### src/rtl/cpc_loader_pkg.sv
// Shared types and constants for the CPC ROM download loader.
// Page numbers are 9 bits: bit 8 selects the upper-ROM region.
package cpc_loader_pkg;

  typedef enum logic [1:0] {
    S_IDLE,
    S_ARM,
    S_WRITE,
    S_MIRROR
  } state_e;

  localparam logic [8:0] PAGE_BOOT0 = 9'h000;
  localparam logic [8:0] PAGE_BOOT1 = 9'h100;
  localparam logic [8:0] PAGE_BOOT2 = 9'h107;
  localparam logic [8:0] PAGE_BOOT3 = 9'h1FF;
  localparam logic [8:0] PAGE_BAD   = 9'h1EE;

  localparam logic [7:0] CHR_Z = 8'h5A;
  localparam logic [7:0] CHR_0 = 8'h30;

  // {valid, value} for one ASCII hex digit (upper case only)
  function automatic logic [4:0] hex_nib(input logic [7:0] c);
    logic [4:0] r;
    r = 5'b0;
    if (c >= 8'h30 && c <= 8'h39)
      r = {1'b1, c[3:0]};
    else if (c >= 8'h41 && c <= 8'h46)
      r = {1'b1, c[3:0] + 4'd9};
    return r;
  endfunction

  function automatic logic [8:0] boot_page(input logic [1:0] blk);
    logic [8:0] p;
    unique case (blk)
      2'd0: p = PAGE_BOOT0;
      2'd1: p = PAGE_BOOT1;
      2'd2: p = PAGE_BOOT2;
      default: p = PAGE_BOOT3;
    endcase
    return p;
  endfunction

endpackage

### src/rtl/ext_page_decode.sv
// Two-character file extension to upper-ROM page decode.
// Also flags the special "ZZ" and "Z0" extensions.
module ext_page_decode
  import cpc_loader_pkg::*;
(
  input  logic [15:0] ext_i,
  output logic        valid_o,
  output logic [7:0]  page_o,
  output logic        zz_o,
  output logic        z0_o
);

  logic [4:0] hi;
  logic [4:0] lo;

  assign hi      = hex_nib(ext_i[15:8]);
  assign lo      = hex_nib(ext_i[7:0]);
  assign valid_o = hi[4] & lo[4];
  assign page_o  = {hi[3:0], lo[3:0]};
  assign zz_o    = (ext_i == {CHR_Z, CHR_Z});
  assign z0_o    = (ext_i == {CHR_Z, CHR_0});

endmodule

### src/rtl/exp_rom_loader.sv
// HPS download stream to SDRAM writer with bank mirroring
// and a bitmap of populated upper-ROM pages.
module exp_rom_loader
  import cpc_loader_pkg::*;
#(
  parameter int MAP_PAGES = 256
) (
  input  logic        clk_sys,
  input  logic        reset_n,
  input  logic        ce_ref,
  input  logic        dl_active,
  input  logic [7:0]  dl_index,
  input  logic [15:0] dl_ext,
  input  logic        dl_wr,
  input  logic [24:0] dl_addr,
  input  logic [7:0]  dl_data,
  output logic        dl_wait,
  output logic        mem_wr,
  output logic [22:0] mem_addr,
  output logic [1:0]  mem_bank,
  output logic [7:0]  mem_din,
  input  logic [7:0]  map_addr,
  output logic        map_hit,
  output logic        busy
);

  state_e state_q, state_d;

  logic [8:0]  page_q, page_d;
  logic        combo_q, combo_d;
  logic        act_q;
  logic        pend_q, pend_d;
  logic        mem_wr_q, mem_wr_d;
  logic        wait_q, wait_d;
  logic [22:0] addr_q, addr_d;
  logic [1:0]  bank_q, bank_d;
  logic [7:0]  din_q, din_d;
  logic        mirror_q, mirror_d;
  logic [MAP_PAGES-1:0] map_q, map_d;
  logic        hit_q;

  logic        dec_valid, dec_zz, dec_z0;
  logic [7:0]  dec_page;

  ext_page_decode u_dec (
    .ext_i   (dl_ext),
    .valid_o (dec_valid),
    .page_o  (dec_page),
    .zz_o    (dec_zz),
    .z0_o    (dec_z0)
  );

  logic [10:0] blk;
  logic        is_boot, drop, accept;
  logic        rise, latch_go, done;
  logic [8:0]  wr_page;
  logic [1:0]  wr_bank;
  logic        wr_mirror;

  assign blk     = dl_addr[24:14];
  assign is_boot = (dl_index == 8'd0);
  assign drop    = is_boot & (|blk[10:3]);
  assign accept  = dl_wr & ~drop;
  assign rise    = dl_active & ~act_q;
  assign latch_go = (state_q == S_IDLE) &
                    ((rise & |dl_index) | pend_q);

  always_comb begin
    wr_page   = boot_page(blk[1:0]);
    wr_bank   = {1'b0, blk[2]};
    wr_mirror = 1'b0;
    if (!is_boot) begin
      wr_bank   = {1'b0, &dl_index[7:6]};
      wr_mirror = ~wr_bank[0] &
                  ((dl_index[7:6] == 2'b01) | (|dl_index[5:0]));
      if (combo_q)
        wr_page = (|blk) ? PAGE_BOOT3 : PAGE_BOOT0;
      else
        wr_page = page_q + {1'b0, dl_addr[21:14]};
    end
  end

  always_ff @(posedge clk_sys or negedge reset_n) begin
    if (!reset_n) state_q <= S_IDLE;
    else          state_q <= state_d;
  end

  always_comb begin
    state_d = state_q;
    unique case (state_q)
      S_IDLE:   if (accept) state_d = S_ARM;
      S_ARM:    if (ce_ref) state_d = S_WRITE;
      S_WRITE:  if (ce_ref) state_d = mirror_q ? S_MIRROR : S_IDLE;
      S_MIRROR: if (ce_ref) state_d = S_IDLE;
      default:  state_d = S_IDLE;
    endcase
  end

  always_comb begin
    mem_wr_d = mem_wr_q;
    wait_d   = wait_q;
    addr_d   = addr_q;
    bank_d   = bank_q;
    din_d    = din_q;
    mirror_d = mirror_q;
    done     = 1'b0;
    unique case (state_q)
      S_IDLE: if (accept) begin
        addr_d   = {wr_page, dl_addr[13:0]};
        bank_d   = wr_bank;
        din_d    = dl_data;
        mirror_d = wr_mirror;
        wait_d   = 1'b1;
      end
      S_ARM: if (ce_ref) mem_wr_d = 1'b1;
      S_WRITE: if (ce_ref) begin
        if (mirror_q) begin
          bank_d = 2'd1;
        end else begin
          mem_wr_d = 1'b0;
          wait_d   = 1'b0;
          done     = 1'b1;
        end
      end
      S_MIRROR: if (ce_ref) begin
        mem_wr_d = 1'b0;
        wait_d   = 1'b0;
        done     = 1'b1;
      end
      default: ;
    endcase
  end

  always_comb begin
    map_d = map_q;
    if (done && addr_q[22]) map_d[addr_q[21:14]] = 1'b1;
  end

  // Edges seen while busy are held and applied on return to idle
  always_comb begin
    page_d  = page_q;
    combo_d = combo_q;
    pend_d  = pend_q;
    if (rise && |dl_index && state_q != S_IDLE)
      pend_d = 1'b1;
    else if (latch_go)
      pend_d = 1'b0;
    if (latch_go) begin
      combo_d = dec_z0;
      if (dec_zz || dec_z0) page_d = PAGE_BOOT0;
      else if (dec_valid)   page_d = {1'b1, dec_page};
      else                  page_d = PAGE_BAD;
    end
  end

  always_ff @(posedge clk_sys or negedge reset_n) begin
    if (!reset_n) begin
      page_q   <= '0;
      combo_q  <= 1'b0;
      act_q    <= 1'b0;
      pend_q   <= 1'b0;
      mem_wr_q <= 1'b0;
      wait_q   <= 1'b0;
      addr_q   <= '0;
      bank_q   <= '0;
      din_q    <= '0;
      mirror_q <= 1'b0;
      map_q    <= '0;
      hit_q    <= 1'b0;
    end else begin
      page_q   <= page_d;
      combo_q  <= combo_d;
      act_q    <= dl_active;
      pend_q   <= pend_d;
      mem_wr_q <= mem_wr_d;
      wait_q   <= wait_d;
      addr_q   <= addr_d;
      bank_q   <= bank_d;
      din_q    <= din_d;
      mirror_q <= mirror_d;
      map_q    <= map_d;
      hit_q    <= map_q[map_addr];
    end
  end

  assign dl_wait  = wait_q;
  assign mem_wr   = mem_wr_q;
  assign mem_addr = addr_q;
  assign mem_bank = bank_q;
  assign mem_din  = din_q;
  assign map_hit  = hit_q;
  assign busy     = (state_q != S_IDLE);

endmodule

### config.mk
export PLATFORM = sky130hd
export DESIGN_NAME = exp_rom_loader
export DESIGN_NICKNAME = d
export VERILOG_FILES = /design/src/rtl/cpc_loader_pkg.sv /design/src/rtl/ext_page_decode.sv /design/src/rtl/exp_rom_loader.sv
export SDC_FILE = /design/constraint.sdc
export NUM_CORES = 1
export LEC_CHECK = 0
export CORE_MARGIN = 2
export CORE_UTILIZATION = 55
export DETAILED_ROUTE_END_ITERATION = 16
export PLACE_DENSITY = 0.82
export SYNTH_ARGS = -nofsm -noshare
export SYNTH_HDL_FRONTEND = slang
export SYNTH_SLANG_ARGS = --single-unit
### constraint.sdc
create_clock -name clk_sys -period 4.6 [get_ports clk_sys]
set_clock_uncertainty 0.05 [all_clocks]
set_input_delay 0.92 -clock clk_sys [delete_from_list [all_inputs] [get_ports clk_sys]]
set_output_delay 0.92 -clock clk_sys [all_outputs]
set_load 0.05 [all_outputs]
==> results_dict.tcl <==
set metrics [dict create \
    cts-buffers-inserted 30 \
    setup_violations 0 \
    postCtsSetupBuffers 0 \
    drt_iter0_markers 886 \
    synthDominantCellAreaShare_pct 55.6 \
    p_per_area_nw_per_um2 505 \
    syn_nets 1174 \
    routed_wl_um 33200 \
    fp-row-count 57 \
    n_antenna_cell 0 \
    ir_worst_vdd_mv 0.519 \
    reg2reg_slack_ps 1910 \
    start_util_pct 56.3 \
    grt_pass1_vias 9909 \
    fp.dieArea_um2 26300 \
    ctsHoldBuffers 0 \
    worst_hold_slack_ps 385 \
    clock-root-buffer "clkbuf_16" \
    finalSetupTns_ps 0 \
    io_pins 107 \
    die_w_um 162 \
    firstDrtPassIters 5 \
    final_nets 1265 \
    overflow 0 \
    cp_num_buf_inv 1 \
    max_slew.worst_pin.slew_ps 1140 \
    critPathMaxFanout 16 \
    htreeDepth 1 \
    drc 0 \
    final_common_cell "dfrtp_1" \
    crit_slowest_cell "clkdlybuf4s50_1" \
    synth_cell_types 61 \
    synth_top_cell_by_area "dfrtp_1" \
    crit_path_end_kind "output port" \
    grt_max_degree 118 \
    layout_setup_ws_ps 1310 \
    status "complete, no violations" \
    syn_area_um2 13800 \
    wire_per_inst_um 21.8 \
    place_ws_ps 934 \
    drv_cap 0 \
    reg2reg_depth 9 \
    gp_congestion 0.882 \
    layout_common_cells "dfrtp_1, a21o_1, clkdlybuf4s50_1, o21bai_1, mux2i_1" \
    cp.depth 1 \
    clk_latency_ps 550 \
    ys_async_sr_fraction_pct 100 \
    hpwlAfterDp_um 22300 \
    path_class "reg -> out" \
    cts_resized 0 \
    synth_ff_type "dfrtp_1" \
    period_needed_ps 3290 \
    cts_tree "built" \
    coreArea_um2 24500 \
    cts.sinks 306 \
    crit_chain "clkdlybuf4s50_1" \
    yosysWarnings 0 \
    synth-edff-count 0 \
    grt_antenna_before_repair 0 \
    slowest_delay_ps 940 \
    cts_buffer_depth 3 \
    ys_seq_area_share_pct 55.6 \
    rsz0062_at_grt "no" \
    clk_pin_slew_ps 70 \
    crit_required_ps 3630 \
    drv_slew 0 \
    leakage_nw 8.71 \
    synth_area_per_cell_um2 12.7 \
    arrival_ps 2320 \
    fmax_mhz 304 \
    max_slew_margin_pct 23.5 \
    area_delta_synth_final_pct 16.9 \
    drive_gt1_share_pct 12.7 \
    min_period_over_period_pct 71.6 \
    numPortBuffers 105 \
    grt_pass1_wl_um 53800 \
    die_height_um 162 \
    synthCells 1086 \
    grt_usage_pct 26.0 \
    hold_violations 0 \
    vias 9543 \
    ys_ff_latch 306 \
    critPathLaunchType "register" \
    viasPerCell 6.26 \
    hold_class "in -> async" \
    drt.antenna.violating_nets 0 \
    synth_area_leaders "dfrtp_1, a21o_1, mux4_2" \
    path_delay_family "buffers and inverters" \
]
registers in the layout (all words and copies together) (netlist names):
signal,count
act_q,1
pend_q,1
combo_q,1
mem_addr,23
mem_wr,1
mem_din,8
map_hit,1
page_q,9
mirror_q,1
map_q,256
dl_wait,1
state_q,2
mem_bank,1
report_power, final:
group          switching [mW]  internal, mW
logic                    1.44         0.867
registers               0.349          3.05
clock network            1.03          1.40
total                    2.82          5.32
layer usage:
layer  routed length, um  GRT usage, %  up-vias
li1                    -             -     4186
met2               15400          40.3      392
met3                2720          6.23       74
met1               14200          37.0     4891
met4                 941          7.64        0
met5                   0             0        -
cell type report:
| type | instances | area [um2] |
|---|---|---|
| Tap cell | 324 | 405 |
| Inverter | 13 | 48.8 |
| Sequential cell | 306 | 7660 |
| Clock buffer | 41 | 883 |
| Timing Repair Buffer | 128 | 1260 |
| Multi-Input combinational cell | 698 | 5740 |
| Fill cell | 1787 | 8360 |
| Clock inverter | 14 | 109 |
cells in the mapped netlist, drive strengths merged, types with 20 or more instances:
cell / count
nand2: 35
o22ai: 20
buf: 30
mux2i: 60
o21bai: 83
o21ai: 26
mux2: 24
mux4: 41
clkbuf: 39
a21o: 180
dfrtp: 306
nor2: 54
stage by stage:
| stage | cell area, um2 | utilization, % | power [mW] | instances |
|---|---|---|---|---|
| 6_report | 16100 | 65.8 | 8.14 | 1524 |
| 5_1_grt | 16100 | 65.8 | 8.49 | 1524 |
| 4_1_cts | 16100 | 65.8 | 8.17 | 1524 |
| 3_5_place_dp | 15100 | 61.8 | 5.73 | 1469 |
| 3_3_place_gp | 15100 | 61.8 | 5.67 | 1469 |
| 2_1_floorplan | 13800 | - | 4.87 | 1086 |
kinds of logic (layout without fill, tap and decap cells):
family / count (synthesis) / count (layout) / synth area share [%]
compound gates: 366 / 366 / 19.3
flops: 306 / 306 / 55.6
fa+ha+maj: 18 / 18 / 1.69
buf+inv: 82 / 196 / 2.95
simple gates: 178 / 178 / 6.62
other cells: 1 / 1 / 0.0272
mux: 125 / 125 / 13.2
xor+xnor: 10 / 10 / 0.636
worst paths after layout:
kind,start,to
min in group clk_sys,map_q[212],map_q[212]
max in group asynchronous,reset_n,map_q[111]
worst max register to register,page_q[0],mem_addr[22]
worst max-delay path,mem_addr[15],mem_addr[15]
worst min-delay path,reset_n,mem_addr[0]
worst min register to register,map_q[212],map_q[212]
Note: power is estimated with default switching activity, not from simulation.
